### src/rtl/serial_denormalizer_pkg.sv
// Shared encoding for the leading-one index path: FSM states, default widths
// and the "no leading one" index value.
package serial_denormalizer_pkg;

  localparam int WIDTH_DEF = 9;

  // Smallest signed width that holds every index from -1 up to WIDTH-1.
  function automatic int idx_w_for(input int width);
    return $clog2(width) + 1;
  endfunction

  localparam int IDX_W_DEF = idx_w_for(WIDTH_DEF);
  localparam int IDX_NONE  = -1;

  typedef enum logic [1:0] {
    ST_IDLE  = 2'd0,
    ST_SHIFT = 2'd1,
    ST_DONE  = 2'd2
  } state_t;

endpackage

### src/rtl/serial_denormalizer_if.sv
// Operand and result handshake bundle of the serial denormalizer.
interface serial_denormalizer_if #(
  parameter int WIDTH = 9,
  parameter int IDX_W = 5
) ();

  logic                    in_valid;
  logic                    in_ready;
  logic signed [IDX_W-1:0] in_index;
  logic [WIDTH-2:0]        in_frac;
  logic                    out_valid;
  logic                    out_ready;
  logic [WIDTH-1:0]        out_value;
  logic                    out_inexact;
  logic                    out_err;

  modport master (
    output in_valid, in_index, in_frac, out_ready,
    input  in_ready, out_valid, out_value, out_inexact, out_err
  );

  modport slave (
    input  in_valid, in_index, in_frac, out_ready,
    output in_ready, out_valid, out_value, out_inexact, out_err
  );

endinterface

### src/rtl/serial_denormalizer.sv
// Rebuilds a WIDTH-bit unsigned value from a signed leading-one index plus the
// fraction bits below it, shifting right one bit per cycle.
module serial_denormalizer
  import serial_denormalizer_pkg::*;
#(
  parameter int WIDTH = WIDTH_DEF,
  parameter int IDX_W = IDX_W_DEF
) (
  input  logic                  clk,
  input  logic                  rst,
  serial_denormalizer_if.slave  bus
);

  localparam int CNT_W = $clog2(WIDTH);
  localparam logic signed [IDX_W-1:0] L_IDX_MAX  = IDX_W'(WIDTH - 1);
  localparam logic signed [IDX_W-1:0] L_IDX_ZERO = IDX_W'(0);
  localparam logic signed [IDX_W-1:0] L_IDX_NONE = IDX_W'(IDX_NONE);

  state_t             r_state;
  logic [WIDTH-1:0]   r_shreg;
  logic [CNT_W-1:0]   r_cnt;
  logic               r_sticky;
  logic               r_err;
  logic               r_in_ready;
  logic               r_out_valid;
  logic [WIDTH-1:0]   r_out_value;
  logic               r_out_inexact;
  logic               r_out_err;

  logic signed [IDX_W-1:0] w_idx;
  logic                    w_idx_legal;
  logic [IDX_W-1:0]        w_shift_amt;

  assign w_idx       = bus.in_index;
  assign w_idx_legal = (w_idx >= L_IDX_ZERO) && (w_idx <= L_IDX_MAX);
  assign w_shift_amt = L_IDX_MAX - w_idx;

  // Control FSM, shift register, counter and result registers.
  always_ff @(posedge clk or posedge rst) begin
    if (rst) begin
      r_state       <= ST_IDLE;
      r_shreg       <= '0;
      r_cnt         <= '0;
      r_sticky      <= 1'b0;
      r_err         <= 1'b0;
      r_in_ready    <= 1'b1;
      r_out_valid   <= 1'b0;
      r_out_value   <= '0;
      r_out_inexact <= 1'b0;
      r_out_err     <= 1'b0;
    end else begin
      case (r_state)
        ST_IDLE: begin
          if (bus.in_valid) begin
            r_state    <= ST_SHIFT;
            r_in_ready <= 1'b0;
            r_sticky   <= 1'b0;
            if (w_idx_legal) begin
              r_shreg <= {1'b1, bus.in_frac};
              r_cnt   <= CNT_W'(w_shift_amt);
              r_err   <= 1'b0;
            end else begin
              r_shreg <= '0;
              r_cnt   <= '0;
              r_err   <= (w_idx != L_IDX_NONE);
            end
          end
        end
        ST_SHIFT: begin
          if (r_cnt == '0) begin
            r_state       <= ST_DONE;
            r_out_valid   <= 1'b1;
            r_out_value   <= r_shreg;
            r_out_inexact <= r_sticky;
            r_out_err     <= r_err;
          end else begin
            r_sticky <= r_sticky | r_shreg[0];
            r_shreg  <= r_shreg >> 1;
            r_cnt    <= r_cnt - CNT_W'(1);
          end
        end
        ST_DONE: begin
          // New operands are only taken from IDLE, so a consume cycle never accepts.
          if (bus.out_ready) begin
            r_state     <= ST_IDLE;
            r_in_ready  <= 1'b1;
            r_out_valid <= 1'b0;
          end
        end
        default: begin
          r_state     <= ST_IDLE;
          r_in_ready  <= 1'b1;
          r_out_valid <= 1'b0;
        end
      endcase
    end
  end

  assign bus.in_ready    = r_in_ready;
  assign bus.out_valid   = r_out_valid;
  assign bus.out_value   = r_out_value;
  assign bus.out_inexact = r_out_inexact;
  assign bus.out_err     = r_out_err;

endmodule

### src/flat_wrapper.sv
// flat-port wrapper written by rule: the top's interface ports become plain ports
module serial_denormalizer_flat import serial_denormalizer_pkg::*;
#(
  parameter int WIDTH = WIDTH_DEF,
  parameter int IDX_W = IDX_W_DEF
)
  (clk, rst, bus_in_valid, bus_in_index, bus_in_frac, bus_out_ready, bus_in_ready, bus_out_valid, bus_out_value, bus_out_inexact, bus_out_err);
  serial_denormalizer_if #(.WIDTH(WIDTH), .IDX_W(IDX_W)) bus_i ();
  input  logic clk;
  input  logic rst;
  input wire logic [$bits(bus_i.in_valid)-1:0] bus_in_valid;
  input wire logic [$bits(bus_i.in_index)-1:0] bus_in_index;
  input wire logic [$bits(bus_i.in_frac)-1:0] bus_in_frac;
  input wire logic [$bits(bus_i.out_ready)-1:0] bus_out_ready;
  output wire logic [$bits(bus_i.in_ready)-1:0] bus_in_ready;
  output wire logic [$bits(bus_i.out_valid)-1:0] bus_out_valid;
  output wire logic [$bits(bus_i.out_value)-1:0] bus_out_value;
  output wire logic [$bits(bus_i.out_inexact)-1:0] bus_out_inexact;
  output wire logic [$bits(bus_i.out_err)-1:0] bus_out_err;
  assign bus_i.in_valid = bus_in_valid;
  assign bus_i.in_index = bus_in_index;
  assign bus_i.in_frac = bus_in_frac;
  assign bus_i.out_ready = bus_out_ready;
  assign bus_in_ready = bus_i.in_ready;
  assign bus_out_valid = bus_i.out_valid;
  assign bus_out_value = bus_i.out_value;
  assign bus_out_inexact = bus_i.out_inexact;
  assign bus_out_err = bus_i.out_err;
  serial_denormalizer #(.WIDTH(WIDTH), .IDX_W(IDX_W)) u_core (.clk(clk), .rst(rst), .bus(bus_i));
endmodule
### config.mk
export PLATFORM = sky130hd
export DESIGN_NAME = serial_denormalizer_flat
export DESIGN_NICKNAME = d
export VERILOG_FILES = /design/src/rtl/serial_denormalizer_pkg.sv /design/src/rtl/serial_denormalizer_if.sv /design/src/rtl/serial_denormalizer.sv /design/src/flat_wrapper.sv
export SDC_FILE = /design/constraint.sdc
export NUM_CORES = 1
export LEC_CHECK = 0
export CELL_PAD_IN_SITES_DETAIL_PLACEMENT = 0
export CELL_PAD_IN_SITES_GLOBAL_PLACEMENT = 1
export CORE_MARGIN = 2
export CORE_UTILIZATION = 41
export CTS_BUF_LIST = sky130_fd_sc_hd__clkbuf_8
export DETAILED_ROUTE_END_ITERATION = 6
export HOLD_SLACK_MARGIN = 0.15
export PLACE_DENSITY = 0.84
export SLEW_MARGIN = 10
export SYNTH_ARGS = -nofsm -noshare
export SYNTH_HDL_FRONTEND = slang
export SYNTH_SLANG_ARGS = --single-unit
### constraint.sdc
create_clock -name clk -period 2.6 [get_ports clk]
set_clock_uncertainty 0.15 [all_clocks]
set_input_delay 0.26 -clock clk [delete_from_list [all_inputs] [get_ports clk]]
set_output_delay 0.26 -clock clk [all_outputs]
set_load 0.01 [all_outputs]
# Word-level counts from Yosys, hierarchy flattened
# Cells that the tools add are included.
op_classes:
  n_bitwise: 3
  magnitude_cmp: 2
  eq_ne: 7
  addsub: 2
  reduce_logical: 10
  muxes: 21
op_table:
  columns: ["cell", "count"]
  rows:
  - ["$mux W9", 3]
  - ["$pmux W9 S2", 1]
  - ["$mux W4", 3]
  - ["$reduce_and A3 Y1", 4]
  - ["$pmux W4 S2", 1]
  - ["$mux W1", 6]
  - ["$mux W2", 3]
  - ["$ne A2 B2 Y1 const B", 3]
  - ["$pmux W1 S3", 2]
  - ["$pmux W2 S3", 1]
  - ["$ge A5 B1 Y1 const B", 1]
  - ["$le A5 B5 Y1 const B", 1]
  - ["$ne A5 B1 Y1 const B", 1]
  - ["$logic_not A4 Y1", 1]
  - ["$reduce_and A2 Y1", 2]
  - ["$sub A4 B1 Y4 const B", 1]
  - ["$sub A4 B4 Y4 const A", 1]
  - ["$eq A2 B1 Y1 const B", 1]
  - ["$eq A2 B2 Y1 const B", 1]
  - ["$logic_not A2 Y1", 1]
  - ["$ne A2 B1 Y1 const B", 1]
  - ["$not A1 Y1", 2]
  - ["$pmux W1 S2", 1]
  - ["$reduce_bool A2 Y1", 1]
  - ["2 further kinds", 2]
word_totals:
  ff_bits: 30
  word_cells: 55

# Depth between registers and ports, before layout
logic_depth:
  depth_word: 5
  mapped_depth: 9
  depth_no_buf: 7

# Worst setup path after synthesis
# No wires, ideal clock.
synth_timing:
  path_type: "reg-to-reg"
  from: "register u_core.r_cnt[0]"
  to: "register u_core.r_shreg[3]"
  path_stages_with_launch: 9
  path_buffers: 2
  t_required_ns: 2.327
  path_slack_ns: 0.712
  arrival_time_ns: 1.615
  synth_period_minus_slack_ns: 1.888
  cell_sequence: "dfrtp_1 -> inv_1 -> ha_1 -> and4bb_4 -> or3_1 -> buf_6 -> buf_6 -> a221oi_2 -> nor2_1"
synth_between:
  elab_chain_len: 3
synth_rtl:
  columns: ["element", "line_no", "rtl"]
  rows:
  - ["start, declared", "serial_denormalizer.sv:21", "logic [CNT_W-1:0] r_cnt;"]
  - ["start signal, assigned", "serial_denormalizer.sv:60", "r_cnt <= CNT_W'(w_shift_amt);"]
  - ["start signal, assigned", "serial_denormalizer.sv:79", "r_cnt <= r_cnt - CNT_W'(1);"]
  - ["$logic_not A4 Y1", "serial_denormalizer.sv:70", "if (r_cnt == '0) begin"]
  - ["$ne A2 B2 Y1 (no source line)", null, null]
  - ["$reduce_and A3 Y1 (no source line)", null, null]
  - ["end signal, assigned", "serial_denormalizer.sv:59", "r_shreg <= {1'b1, bus.in_frac};"]
  - ["end signal, assigned", "serial_denormalizer.sv:78", "r_shreg <= r_shreg >> 1;"]
  - ["end, declared", "serial_denormalizer.sv:20", "logic [WIDTH-1:0] r_shreg;"]
# No other way between the ends.
# A chain may end at the register's enable or synchronous reset.

# Final worst setup path
layout_timing:
  from: "register u_core.r_cnt[0]"
  to: "register u_core.r_shreg[2]"
# The elaborated chain is that of the path after synthesis.

==> results.rst <==
.. list-table::
   :header-rows: 1

   * - Metric
     - Value
   * - IO buf count
     - 29
   * - Final setup vio count
     - 0
   * - Die height
     - 63.35 um
   * - Clock transition time at the flip-flop clock pins of the worst setup and hold paths
     - 0.06 ns
   * - ANT cells
     - 0
   * - Num CTS Buffers
     - 5
   * - Clock tree from TritonCTS
     - yes
   * - Start of the worst register-to-register path
     - u_core.r_cnt[0]
   * - Setup repair bufs after CTS
     - 0
   * - Total die area
     - 0.004013 mm2
   * - Weighted congestion reported at the end of routability-driven placement
     - 0.7987
   * - Max_cap viols
     - 0
   * - CTS H-tree lvls
     - 2
   * - Yosys warns
     - 0
   * - Outcome
     - completed
   * - Final Non-Filler Cells
     - 213
   * - Setup repair after global routing missed its margin
     - no
   * - Detailed router's first-iteration violation count
     - 37
   * - Worst-path cell chain
     - inv_1 -> ha_1 -> and4bb_4 -> or3_1 -> buf_4 -> a221oi_1 -> nor2_1
   * - Hold Buf Count CTS
     - 0
   * - Instance count after placement with tap cells included
     - 205
   * - Vias post-DR
     - 1060
   * - Number of standard cells after synthesis
     - 132
   * - Shortest period the worst path allows
     - 2.174 ns
   * - Transition time of the tightest slew-check pin
     - 0.5223 ns
   * - Proportion of layout cells with a drive suffix above 1
     - 17.37%
   * - FP Rows
     - 21
   * - Crit start category
     - flop
   * - DRC violation count after routing
     - 0
   * - CTS Sinks
     - 30
   * - Headroom to the max-slew limit
     - 65.10%
   * - Remaining antenna violation count
     - 0
   * - Area of the core region
     - 0.003363 mm2
   * - Average detailed-routed wire length per instance
     - 13.08 um
   * - Initial core utilization
     - 42.93%
   * - Global Route Usage Sum
     - 15.88%
   * - Estimated wirelength of the detail-placed design
     - 2.015 mm
   * - Distinct cell type count after synthesis
     - 26
   * - Largest fanout of any net on the critical path
     - 10
   * - Worst endpoint data arrival time
     - 2.18 ns
   * - Sort of element at the end of the critical path
     - flop
   * - Dominant delay contributor by cell family on the critical path
     - simple AND/OR/NAND/NOR gates
   * - Maximum VDD drop
     - 410.9 uV
   * - Finished Core Util
     - 55.10%
   * - Max Slew Vio Count
     - 0
   * - Wire length reported by the detailed router
     - 2.786 mm
   * - Number of antenna violations at the first check in global routing
     - 0
   * - LEAKAGE
     - 0.8227 nW
   * - Cell area after synthesis
     - 0.001444 mm2
   * - Detailed-router iteration count before antenna repair
     - 4
   * - Number of global-route vias before repair
     - 1053
   * - Maximum operating frequency
     - 460.0 MHz
   * - DIE WIDTH
     - 63.35 um
   * - Total overflow reported by the global router
     - 0
   * - Post-synthesis net count
     - 153
   * - Class of the tightest hold or removal check
     - in -> async
   * - Nets
     - 187
   * - Syn-to-layout area delta
     - 28.34%
   * - Commonest cells after routing, fill and taps aside
     - sky130_fd_sc_hd__clkdlybuf4s50_1, sky130_fd_sc_hd__dfrtp_1, sky130_fd_sc_hd__nor2_1, sky130_fd_sc_hd__mux2_2, sky130_fd_sc_hd__inv_1
   * - Pin count of the biggest net entering global routing
     - 31
   * - Portion of the clock cycle consumed by the worst path in the final layout
     - 83.61%
   * - Endpoints failing hold
     - 0
   * - Slowest cell on the critical path
     - sky130_fd_sc_hd__or3_1
   * - Insertion delay of the later-clocked pin in the worst-skew pair
     - 0.28 ns
   * - First-pass GRT wire length
     - 4.885 mm
   * - Worst Hold Margin
     - 0.2058 ns
   * - Register area share after synthesis
     - 52.08%
   * - Total negative setup slack
     - 0 ns
   * - Post-synthesis average cell area
     - 10.94 um2
   * - IO Pins
     - 30
   * - Critical Path Max Stage Delay
     - 0.52 ns
   * - Critical Setup Path Class
     - reg -> reg
   * - Number of instances resized during post-cts repair
     - 0
   * - Number of buffer and inverter stages on the critical path
     - 2
   * - Origin of the worst setup path
     - u_core.r_cnt[0]
   * - Total power of the final layout
     - 0.002256 W
   * - Pwr/cell area
     - 1218 mW/mm2
   * - Worst Path Required
     - 2.61 ns
   * - Clock tree root buffer cell
     - sky130_fd_sc_hd__clkbuf_8
   * - Buffer levels on the longest clock path
     - 2
   * - Drt via density
     - 4.977
   * - Total of flip-flops plus latches after synthesis
     - 30
==> final timing paths <==
path,endpoint,slack (ns),cells after the start
setup reg to reg,u_core.r_shreg[2],0.43,7
setup / recovery,u_core.r_shreg[2],0.43,7
hold / removal,u_core.bus.out_value[3],0.21,3
min in group clk,u_core.bus.out_value[3],0.35,1
max in group asynchronous,u_core.bus.in_ready,1.78,3
hold reg to reg,u_core.bus.out_value[3],0.35,1
==> where the power goes <==
group / internal, W / total, W / switching [W] / leakage, nW
clock network: 0.000178 / 0.000335 / 0.000157 / 0.0519
registers: 0.000705 / 0.000864 / 0.000158 / 0.365
logic: 0.000557 / 0.00106 / 0.000501 / 0.406
==> cell families after synthesis <==
kind of cell / share of synthesized area, %
AND/OR/NAND/NOR: 13.69
flip-flops: 52.08
AO/OA/AOI/OAI: 14.73
buffers and inverters: 5.459
multiplexers: 9.359
adder cells (fa/ha/maj): 3.466
XOR/XNOR: 1.213
==> through the flow <==
step / area [um2] / worst slack, ns
6_report: 1853 / 0.4261
5_1_grt: 1853 / 0.3074
4_1_cts: 1853 / 0.4006
3_5_place_dp: 1773 / 0.3956
3_3_place_gp: 1773 / 0.4774
2_1_floorplan: 1444 / 0.7124
==> worst reg2reg max path: stages (launching register included) <==
cell and delay [ns]:
sky130_fd_sc_hd__dfrtp_1 0.36, sky130_fd_sc_hd__inv_1 0.08, sky130_fd_sc_hd__ha_1 0.22, sky130_fd_sc_hd__and4bb_4 0.22, sky130_fd_sc_hd__or3_1 0.52, sky130_fd_sc_hd__buf_4 0.24
sky130_fd_sc_hd__a221oi_1 0.22, sky130_fd_sc_hd__nor2_1 0.06
==> state kept, by name, summed over array words and instances (netlist names) <==
| signal | count |
|---|---|
| u_core.r_err | 1 |
| u_core.bus.out_valid | 1 |
| u_core.bus.out_value | 9 |
| u_core.r_sticky | 1 |
| u_core.r_state | 2 |
| u_core.bus.in_ready | 1 |
| u_core.bus.out_inexact | 1 |
| u_core.r_cnt | 4 |
| u_core.r_shreg | 9 |
| u_core.bus.out_err | 1 |
==> final cells by class <==
class	instances	area, um2
Clock buffer	5	68.82
Clock inverter	3	11.26
Sequential cell	30	752.0
Inverter	8	30.03
Tap cell	46	57.56
Timing Repair Buffer	33	320.3
Multi-Input combinational cell	88	613.1
Fill cell	326	1510
==> per-layer routing <==
metal / vias up / wire length [um] / GRT usage [%]
met1: 508 / 1339 / 20.23
met4: 0 / 60 / 7.337
met2: 19 / 1281 / 24.47
li1: 527 / - / -
met3: 6 / 105 / 5.179
met5: - / 0 / 0
==> Yosys cell counts <==
cell type | number | area (um2)
sky130_fd_sc_hd__dfrtp_1 | 29 | 725.7
sky130_fd_sc_hd__nor2_1 | 26 | 97.59
sky130_fd_sc_hd__mux2_2 | 12 | 135.1
sky130_fd_sc_hd__nand2_1 | 8 | 30.03
sky130_fd_sc_hd__inv_1 | 7 | 26.28
sky130_fd_sc_hd__a21oi_1 | 6 | 30.03
sky130_fd_sc_hd__a221oi_2 | 5 | 75.07
sky130_fd_sc_hd__ha_1 | 4 | 50.05
sky130_fd_sc_hd__o21ai_0 | 4 | 20.02
sky130_fd_sc_hd__a221oi_1 | 3 | 26.28
sky130_fd_sc_hd__buf_2 | 3 | 15.01
sky130_fd_sc_hd__buf_6 | 3 | 33.78
sky130_fd_sc_hd__a211oi_1 | 2 | 15.01
sky130_fd_sc_hd__a31oi_1 | 2 | 12.51
sky130_fd_sc_hd__nand2b_1 | 2 | 12.51
sky130_fd_sc_hd__nor2b_1 | 2 | 12.51
sky130_fd_sc_hd__nor3_1 | 2 | 10.01
sky130_fd_sc_hd__o2bb2ai_1 | 2 | 17.52
sky130_fd_sc_hd__or3_1 | 2 | 12.51
sky130_fd_sc_hd__xor2_1 | 2 | 17.52
sky130_fd_sc_hd__a22oi_1 | 1 | 7.510
sky130_fd_sc_hd__a41oi_1 | 1 | 8.760
sky130_fd_sc_hd__and4bb_4 | 1 | 16.27
sky130_fd_sc_hd__dfstp_2 | 1 | 26.28
sky130_fd_sc_hd__inv_2 | 1 | 3.750
sky130_fd_sc_hd__nor4_1 | 1 | 6.260
Power figures use the tool's default switching activity.
